[src/rtl/draw_pkg.sv]
// Shared types and constants for the draw scheduler: FSM states, client count,
// plot-port field widths and a modulo-NUM_CLI index helper.
package draw_pkg;

   localparam int unsigned NUM_CLI = 3;
   localparam int unsigned ID_W    = 2;
   localparam int unsigned X_W     = 9;
   localparam int unsigned Y_W     = 8;
   localparam int unsigned C_W     = 3;

   typedef enum logic [1:0] {
      IDLE  = 2'd0,
      START = 2'd1,
      RUN   = 2'd2,
      FIN   = 2'd3
   } sched_state_t;

   // (id + k) mod NUM_CLI for id, k < NUM_CLI
   function automatic logic [ID_W-1:0] cli_add(input logic [ID_W-1:0] id,
                                                input logic [ID_W-1:0] k);
      logic [ID_W:0] s;
      s = {1'b0, id} + {1'b0, k};
      if (s >= (ID_W+1)'(NUM_CLI)) s = s - (ID_W+1)'(NUM_CLI);
      return s[ID_W-1:0];
   endfunction

endpackage

[src/rtl/draw_sched_if.sv]
// Client/VGA bundle of the draw scheduler; master is the scheduler side,
// slave is the clients-plus-VGA side.
interface draw_sched_if;
   import draw_pkg::*;

   logic [NUM_CLI-1:0]     req;
   logic [NUM_CLI-1:0]     cli_start;
   logic [NUM_CLI-1:0]     cli_done;
   logic [NUM_CLI*X_W-1:0] cli_x;
   logic [NUM_CLI*Y_W-1:0] cli_y;
   logic [NUM_CLI*C_W-1:0] cli_colour;
   logic [NUM_CLI-1:0]     cli_plot;
   logic [X_W-1:0]         vga_x;
   logic [Y_W-1:0]         vga_y;
   logic [C_W-1:0]         vga_colour;
   logic                   vga_plot;
   logic                   busy;
   logic [ID_W-1:0]        grant_id;
   logic                   timeout;

   modport master (
      input  req, cli_done, cli_x, cli_y, cli_colour, cli_plot,
      output cli_start, vga_x, vga_y, vga_colour, vga_plot, busy, grant_id, timeout
   );

   modport slave (
      output req, cli_done, cli_x, cli_y, cli_colour, cli_plot,
      input  cli_start, vga_x, vga_y, vga_colour, vga_plot, busy, grant_id, timeout
   );

endinterface

[src/rtl/draw_sched_rr_pick.sv]
// Round-robin picker: first requesting client at or above ptr, with wrap-around.
module rr_pick
   import draw_pkg::*;
(
   input  logic [NUM_CLI-1:0] req_i,
   input  logic [ID_W-1:0]    ptr_i,
   output logic [ID_W-1:0]    idx_c_o,
   output logic               valid_c_o
);

   // Scan from the farthest offset down so the nearest requester wins.
   always_comb begin
      idx_c_o   = '0;
      valid_c_o = 1'b0;
      for (int k = int'(NUM_CLI) - 1; k >= 0; k--) begin
         if (req_i[cli_add(ptr_i, ID_W'(k))]) begin
            idx_c_o   = cli_add(ptr_i, ID_W'(k));
            valid_c_o = 1'b1;
         end
      end
   end

endmodule

[src/rtl/draw_sched.sv]
// Arbitrates three drawing clients onto one VGA plot port, round-robin per grant.
// Optional per-grant watchdog is built when DRAW_SCHED_WATCHDOG_EN is defined.
module draw_sched #(
   parameter int unsigned NUM_CLI = 3
`ifdef DRAW_SCHED_WATCHDOG_EN
   ,
   parameter int unsigned TIMEOUT_CYCLES = 131072
`endif
) (
   input  logic          clk,
   input  logic          rst,
   draw_sched_if.master  bus
);
   import draw_pkg::*;

   sched_state_t       state_q, state_d;
   logic [ID_W-1:0]    ptr_q, ptr_d;
   logic [ID_W-1:0]    grant_q, grant_d;
   logic [NUM_CLI-1:0] start_q, start_d;
   logic               busy_q, busy_d;
   logic [X_W-1:0]     vx_q, vx_d;
   logic [Y_W-1:0]     vy_q, vy_d;
   logic [C_W-1:0]     vc_q, vc_d;
   logic               vplot_q, vplot_d;

   logic [ID_W-1:0]    pick_idx;
   logic               pick_vld;
   logic               wd_hit;
   logic               done_g, plot_g;
   logic [X_W-1:0]     x_g;
   logic [Y_W-1:0]     y_g;
   logic [C_W-1:0]     c_g;

   rr_pick u_rr_pick (
      .req_i     (bus.req),
      .ptr_i     (ptr_q),
      .idx_c_o   (pick_idx),
      .valid_c_o (pick_vld)
   );

   // Granted client's signals
   always_comb begin
      done_g = bus.cli_done[grant_q];
      plot_g = bus.cli_plot[grant_q];
      x_g    = '0;
      y_g    = '0;
      c_g    = '0;
      for (int i = 0; i < int'(NUM_CLI); i++) begin
         if (grant_q == ID_W'(i)) begin
            x_g = bus.cli_x[i*X_W +: X_W];
            y_g = bus.cli_y[i*Y_W +: Y_W];
            c_g = bus.cli_colour[i*C_W +: C_W];
         end
      end
   end

`ifdef DRAW_SCHED_WATCHDOG_EN
   localparam int unsigned WD_W = 18;

   logic [WD_W-1:0] wd_q, wd_d;
   logic            to_q, to_d;

   // Counter is held at zero outside START/RUN, so it starts from zero on START entry.
   always_comb begin
      wd_d   = '0;
      wd_hit = 1'b0;
      if (state_q == START || state_q == RUN) begin
         wd_d   = wd_q + WD_W'(1);
         wd_hit = (wd_d == WD_W'(TIMEOUT_CYCLES));
      end
      to_d = wd_hit;
   end

   always_ff @(posedge clk) begin
      if (rst) begin
         wd_q <= '0;
         to_q <= 1'b0;
      end else begin
         wd_q <= wd_d;
         to_q <= to_d;
      end
   end

   assign bus.timeout = to_q;
`else
   assign wd_hit      = 1'b0;
   assign bus.timeout = 1'b0;
`endif

   // Next state, grant bookkeeping and registered output values
   always_comb begin
      state_d = state_q;
      ptr_d   = ptr_q;
      grant_d = grant_q;
      start_d = '0;
      vx_d    = vx_q;
      vy_d    = vy_q;
      vc_d    = vc_q;
      vplot_d = 1'b0;

      case (state_q)
         IDLE: begin
            if (pick_vld) begin
               grant_d = pick_idx;
               state_d = START;
            end
         end
         START: begin
            if (wd_hit)       state_d = FIN;
            else if (!done_g) state_d = RUN;
         end
         RUN: begin
            if (wd_hit || done_g) state_d = FIN;
         end
         FIN: begin
            ptr_d   = cli_add(grant_q, ID_W'(1));
            state_d = IDLE;
         end
         default: state_d = IDLE;
      endcase

      if (state_d == START || state_d == RUN) start_d[grant_d] = 1'b1;
      busy_d = (state_d != IDLE);

      // Plot samples taken on the exit cycle would land in FIN, so they are dropped.
      if (state_q == RUN && state_d == RUN) begin
         vx_d    = x_g;
         vy_d    = y_g;
         vc_d    = c_g;
         vplot_d = plot_g;
      end
   end

   always_ff @(posedge clk) begin
      if (rst) begin
         state_q <= IDLE;
         ptr_q   <= '0;
         grant_q <= '0;
         start_q <= '0;
         busy_q  <= 1'b0;
         vx_q    <= '0;
         vy_q    <= '0;
         vc_q    <= '0;
         vplot_q <= 1'b0;
      end else begin
         state_q <= state_d;
         ptr_q   <= ptr_d;
         grant_q <= grant_d;
         start_q <= start_d;
         busy_q  <= busy_d;
         vx_q    <= vx_d;
         vy_q    <= vy_d;
         vc_q    <= vc_d;
         vplot_q <= vplot_d;
      end
   end

   assign bus.cli_start  = start_q;
   assign bus.busy       = busy_q;
   assign bus.grant_id   = grant_q;
   assign bus.vga_x      = vx_q;
   assign bus.vga_y      = vy_q;
   assign bus.vga_colour = vc_q;
   assign bus.vga_plot   = vplot_q;

endmodule

[src/flat_wrapper.sv]
// flat-port wrapper written by rule: the top's interface ports become plain ports
module draw_sched_flat import draw_pkg::*;
#(
   parameter int unsigned NUM_CLI = 3

)
  (clk, rst, bus_req, bus_cli_done, bus_cli_x, bus_cli_y, bus_cli_colour, bus_cli_plot, bus_cli_start, bus_vga_x, bus_vga_y, bus_vga_colour, bus_vga_plot, bus_busy, bus_grant_id, bus_timeout);
  draw_sched_if bus_i ();
  input  logic clk;
  input  logic rst;
  input wire logic [$bits(bus_i.req)-1:0] bus_req;
  input wire logic [$bits(bus_i.cli_done)-1:0] bus_cli_done;
  input wire logic [$bits(bus_i.cli_x)-1:0] bus_cli_x;
  input wire logic [$bits(bus_i.cli_y)-1:0] bus_cli_y;
  input wire logic [$bits(bus_i.cli_colour)-1:0] bus_cli_colour;
  input wire logic [$bits(bus_i.cli_plot)-1:0] bus_cli_plot;
  output wire logic [$bits(bus_i.cli_start)-1:0] bus_cli_start;
  output wire logic [$bits(bus_i.vga_x)-1:0] bus_vga_x;
  output wire logic [$bits(bus_i.vga_y)-1:0] bus_vga_y;
  output wire logic [$bits(bus_i.vga_colour)-1:0] bus_vga_colour;
  output wire logic [$bits(bus_i.vga_plot)-1:0] bus_vga_plot;
  output wire logic [$bits(bus_i.busy)-1:0] bus_busy;
  output wire logic [$bits(bus_i.grant_id)-1:0] bus_grant_id;
  output wire logic [$bits(bus_i.timeout)-1:0] bus_timeout;
  assign bus_i.req = bus_req;
  assign bus_i.cli_done = bus_cli_done;
  assign bus_i.cli_x = bus_cli_x;
  assign bus_i.cli_y = bus_cli_y;
  assign bus_i.cli_colour = bus_cli_colour;
  assign bus_i.cli_plot = bus_cli_plot;
  assign bus_cli_start = bus_i.cli_start;
  assign bus_vga_x = bus_i.vga_x;
  assign bus_vga_y = bus_i.vga_y;
  assign bus_vga_colour = bus_i.vga_colour;
  assign bus_vga_plot = bus_i.vga_plot;
  assign bus_busy = bus_i.busy;
  assign bus_grant_id = bus_i.grant_id;
  assign bus_timeout = bus_i.timeout;
  draw_sched #(.NUM_CLI(NUM_CLI)) u_core (.clk(clk), .rst(rst), .bus(bus_i));
endmodule
[config.mk]
export PLATFORM = sky130hd
export DESIGN_NAME = draw_sched_flat
export DESIGN_NICKNAME = d
export VERILOG_FILES = /design/src/rtl/draw_pkg.sv /design/src/rtl/draw_sched_if.sv /design/src/rtl/draw_sched_rr_pick.sv /design/src/rtl/draw_sched.sv /design/src/flat_wrapper.sv
export SDC_FILE = /design/constraint.sdc
export NUM_CORES = 1
export LEC_CHECK = 0
export BUFFER_PORTS_ARGS = -buffer_cell sky130_fd_sc_hd__buf_2
export CAP_MARGIN = 20
export CORE_MARGIN = 8
export CORE_UTILIZATION = 42
export DETAILED_ROUTE_END_ITERATION = 10
export PLACE_DENSITY = 0.79
export SETUP_SLACK_MARGIN = 0.5
export SLEW_MARGIN = 20
export SYNTH_ARGS = -nofsm -noshare
export SYNTH_HDL_FRONTEND = slang
export SYNTH_HIERARCHICAL = 1
export SYNTH_SLANG_ARGS = --single-unit
[constraint.sdc]
create_clock -name clk -period 2.77 [get_ports clk]
set_input_delay 0.831 -clock clk [delete_from_list [all_inputs] [get_ports clk]]
set_output_delay 0.831 -clock clk [all_outputs]
set_load 0.005 [all_outputs]
==> summary.txt <==
Placement
  – Detailed placement HPWL: 4454 µm
  – Dpl cells: 402
  – Weighted congestion reported at the end of routability-driven placement: 0.8007
  – Input/output buffers: 97

Drt
  – Violation count after the first detailed-route iteration: 79
  – Total Routed Length: 6079 µm
  – Total DRC errors in the routed layout: 0
  – Routed length per instance: 14.58 µm
  – Vias per inst: 5.156
  – Routed Antenna Nets: 0
  – Detailed-routing iteration count for the pre-antenna-repair pass: 4
  – Via Count: 2150

Power
  – Clock power share: 0.319
  – Logic gate share of total power: 0.275
  – Net switching power: 0.3426 mW
  – Switching fraction of total power: 0.2845
  – VDD IR max: 0.0002454 V
  – Int Power: 0.8615 mW
  – Portion of total power attributed to sequential cells: 0.406
  – Leak pwr: 1.305 nW
  – Pwr Density: 410.4 nW/µm²

Global routing
  – Global-route wire length before repair: 9846 µm
  – Remaining Overflow, GRT: 0
  – Vias in the first global route: 2199
  – Overall fraction of global-route tracks in use: 0.1597
  – Number of antenna violations at the first check in global routing: 0
  – Pin count of the biggest net entering global routing: 42

Synthesis
  – Synth area leader: sky130_fd_sc_hd__dfxtp_1
  – Instance count of the mapped netlist: 247
  – Synthesis Warnings: 6
  – Largest cells by area after synthesis: sky130_fd_sc_hd__dfxtp_1 (29%), sky130_fd_sc_hd__a211o_1 (8.3%), sky130_fd_sc_hd__a21oi_2 (7.9%)
  – Count of flip-flops with a built-in enable after synthesis: 0
  – Top FF cell, synth: sky130_fd_sc_hd__dfxtp_1
  – Most common library cells after synthesis: sky130_fd_sc_hd__dfxtp_1 (31), sky130_fd_sc_hd__a21oi_1 (26), sky130_fd_sc_hd__nand2_1 (24)
  – Most instantiated library cell after synthesis: sky130_fd_sc_hd__dfxtp_1
  – Register bit total from synthesis: 31
  – Post-Synthesis Net Count: 326
  – Share of synthesized area occupied by flip-flops and latches: 0.2942
  – Cell area after technology mapping: 2110 µm²
  – Post-synthesis cell type count: 45
  – Fraction of synthesized cell area taken by the top area cell type: 0.2942
  – Post-synthesis average cell area: 8.541 µm²
  – Async set-or-reset flop fraction in the synthesized netlist: 0

Clocking
  – CTS Buf Count: 5
  – Clk sinks: 31
  – Worst-skew pair later-pin latency: 0.27 ns
  – Maximum number of buffers from clock root to sink: 2
  – Reg clk slew, reported paths: 0.06 ns
  – CTS Root Buffer Type: sky130_fd_sc_hd__clkbuf_8
  – TritonCTS clock tree: yes
  – Level count of the clock H-tree: 2

Flow run
  – Number of maximum-capacitance constraint violations: 0

STA
  – Unrepaired setup endpoints after global routing: yes
  – Final setup viols: 0
  – Setup skew after layout: 0.004166 ns
  – Final Critical Period: 2.758 ns
  – Max Fclk: 0.3625 GHz
  – Worst max-slew margin expressed relative to the limit: 0.5016
  – Slew Viols, Final: 0
  – Final Cycle Share: 0.9958
  – Worst Max-Slew Pin Slew: 0.7476 ns
  – Tightest hold margin: 0.4634 ns
  – Final Hold Violating Endpoints: 0

Finish
  – Ant diodes: 0
  – Sequential standard cell area: 625.6 µm²
  – Non-filler instance count after layout: 417
  – Area Overhead vs Synth: 39.09%
  – Number of nets in the layout: 428
  – Combined area of the multi-input logic cells: 1381 µm²
  – FILL cells: 432
  – Ratio of cells with drive above 1 in the final layout: 0.4571

Critical path
  – Data required, critical path: 2.98 ns
  – Max FO, Critical Path: 6
  – Arrival time worst endpoint: 2.97 ns
  – Category of the most critical setup path: flop to flop
  – Nature of the critical path startpoint: flop
  – Endpoint class of the critical path: flop

Outcome
  – Run status: completed

Die
  – Initial cell density of the core: 0.4408
  – Floorplan die width: 86.87 µm
  – Std cell rows: 25
  – Overall die area: 7546 µm²
  – Ports placed on the boundary: 99
  – Vert. Die Dim: 86.87 µm
  – Core Region: 4786 µm²

Hold path
  – Kind of path behind the tightest hold check: flop to flop
-- through the flow --
step | util | total power, mW | instance area (µm²) | setup TNS (ns) | setup WS (ns)
after floorplan | - | 0.7016 | 2127 | 0 | 0.1307
after CTS | 0.6016 | 1.203 | 2879 | 0 | 0.05821
final | 0.6131 | 1.204 | 2934 | 0 | 0.01161
after detailed placement | 0.5584 | 0.8010 | 2673 | -1.921 | -0.1239
after global routing | 0.6131 | 1.282 | 2934 | -1.923 | -0.1178
after global placement | 0.5584 | 0.8004 | 2673 | -1.287 | -0.08157
-- flip-flops by register name, indices dropped and copies added, names as in the netlist --
signal	count
u_core/bus.busy	1
u_core/bus.cli_start	3
u_core/bus.grant_id	2
u_core/bus.vga_colour	3
u_core/bus.vga_plot	1
u_core/bus.vga_x	9
u_core/bus.vga_y	8
u_core/ptr_q	2
u_core/state_q	2
-- logic make-up (layout without fill, tap and decap cells) --
| logic type | after synthesis | after routing | synth area share |
|---|---|---|---|
| simple gates | 92 | 92 | 0.2634 |
| compound gates | 79 | 79 | 0.2811 |
| flops | 31 | 31 | 0.2942 |
| buf+inv | 28 | 131 | 0.07236 |
| fa+ha+maj | 8 | 8 | 0.04745 |
| mux | 8 | 8 | 0.03974 |
| other cells | 1 | 1 | 0.001778 |
-- final timing paths --
kind | from | to | slack, ns | cells after the start
max | u_core/ptr_q[0]$_SDFFE_PP0N_ | u_core/bus.vga_x[7]$_SDFFE_PP0P_ | 0.01 | 13
min reg2reg | u_core/bus.vga_colour[2]$_SDFFE_PP0P_ | u_core/bus.vga_colour[2]$_SDFFE_PP0P_ | 0.46 | 2
min | u_core/bus.vga_colour[2]$_SDFFE_PP0P_ | u_core/bus.vga_colour[2]$_SDFFE_PP0P_ | 0.46 | 2
max reg2reg | u_core/ptr_q[0]$_SDFFE_PP0N_ | u_core/bus.vga_x[7]$_SDFFE_PP0P_ | 0.01 | 13
-- worst max-delay path, cell delays in order (launching register included) --
cell,delay (ns)
sky130_fd_sc_hd__dfxtp_2,0.35
sky130_fd_sc_hd__inv_2,0.05
sky130_fd_sc_hd__ha_4,0.26
sky130_fd_sc_hd__nor2b_4,0.12
sky130_fd_sc_hd__o31a_1,0.29
sky130_fd_sc_hd__a2111o_1,0.34
sky130_fd_sc_hd__nor2_2,0.11
sky130_fd_sc_hd__nor2_1,0.06
sky130_fd_sc_hd__a22oi_2,0.18
sky130_fd_sc_hd__ha_2,0.22
sky130_fd_sc_hd__nand3b_4,0.14
sky130_fd_sc_hd__clkbuf_16,0.21
sky130_fd_sc_hd__a211o_1,0.24
sky130_fd_sc_hd__a21oi_2,0.11
-- power groups by stage --
stage,Clock (mW),Sequential [mW],Combinational (mW)
2_1_floorplan,0,0.489,0.213
3_3_place_gp,0,0.499,0.302
3_5_place_dp,0,0.498,0.303
4_1_cts,0.395,0.488,0.319
5_1_grt,0.422,0.492,0.368
6_report,0.385,0.488,0.331
-- final cells by class --
cell class / count / area share
inverters: 7 / 0.008955
repair buffers: 116 / 0.2444
multi-input cells: 188 / 0.4708
flip-flops and latches: 31 / 0.2132
clock buffers: 8 / 0.03412
well taps: 67 / 0.02857
-- what timing repair did --
item                                    CTS  global route
hold buffers                              0             0
pin swaps                                 1             9
resized for setup                         8             5
buffers inserted                          4             0
cloned                                    2             1
endpoints found under the setup margin   24            25
-- metal layers --
layer	global-route usage	up-vias	part of all wire
met5	0	-	0
met4	0.03756	0	0.011
met3	0.06132	6	0.068
met2	0.2748	78	0.49
met1	0.1803	977	0.43
li1	-	1089	-
-- layout by cell type (no fill, tap or decap), types with 3 or more instances in the layout --
cell type	count
sky130_fd_sc_hd__a211o_1	20
sky130_fd_sc_hd__ha_1	4
sky130_fd_sc_hd__clkbuf_8	7
sky130_fd_sc_hd__mux2i_1	5
sky130_fd_sc_hd__buf_6	3
sky130_fd_sc_hd__mux2_2	3
sky130_fd_sc_hd__buf_2	97
sky130_fd_sc_hd__a21oi_1	26
sky130_fd_sc_hd__nand3b_1	21
sky130_fd_sc_hd__nand2_1	24
sky130_fd_sc_hd__dfxtp_1	29
sky130_fd_sc_hd__buf_4	11
sky130_fd_sc_hd__nor4_1	3
sky130_fd_sc_hd__nor2b_1	22
sky130_fd_sc_hd__a21oi_2	19
sky130_fd_sc_hd__nor2_1	7
sky130_fd_sc_hd__inv_1	5
No activity file was read; power rests on OpenSTA's default activity.
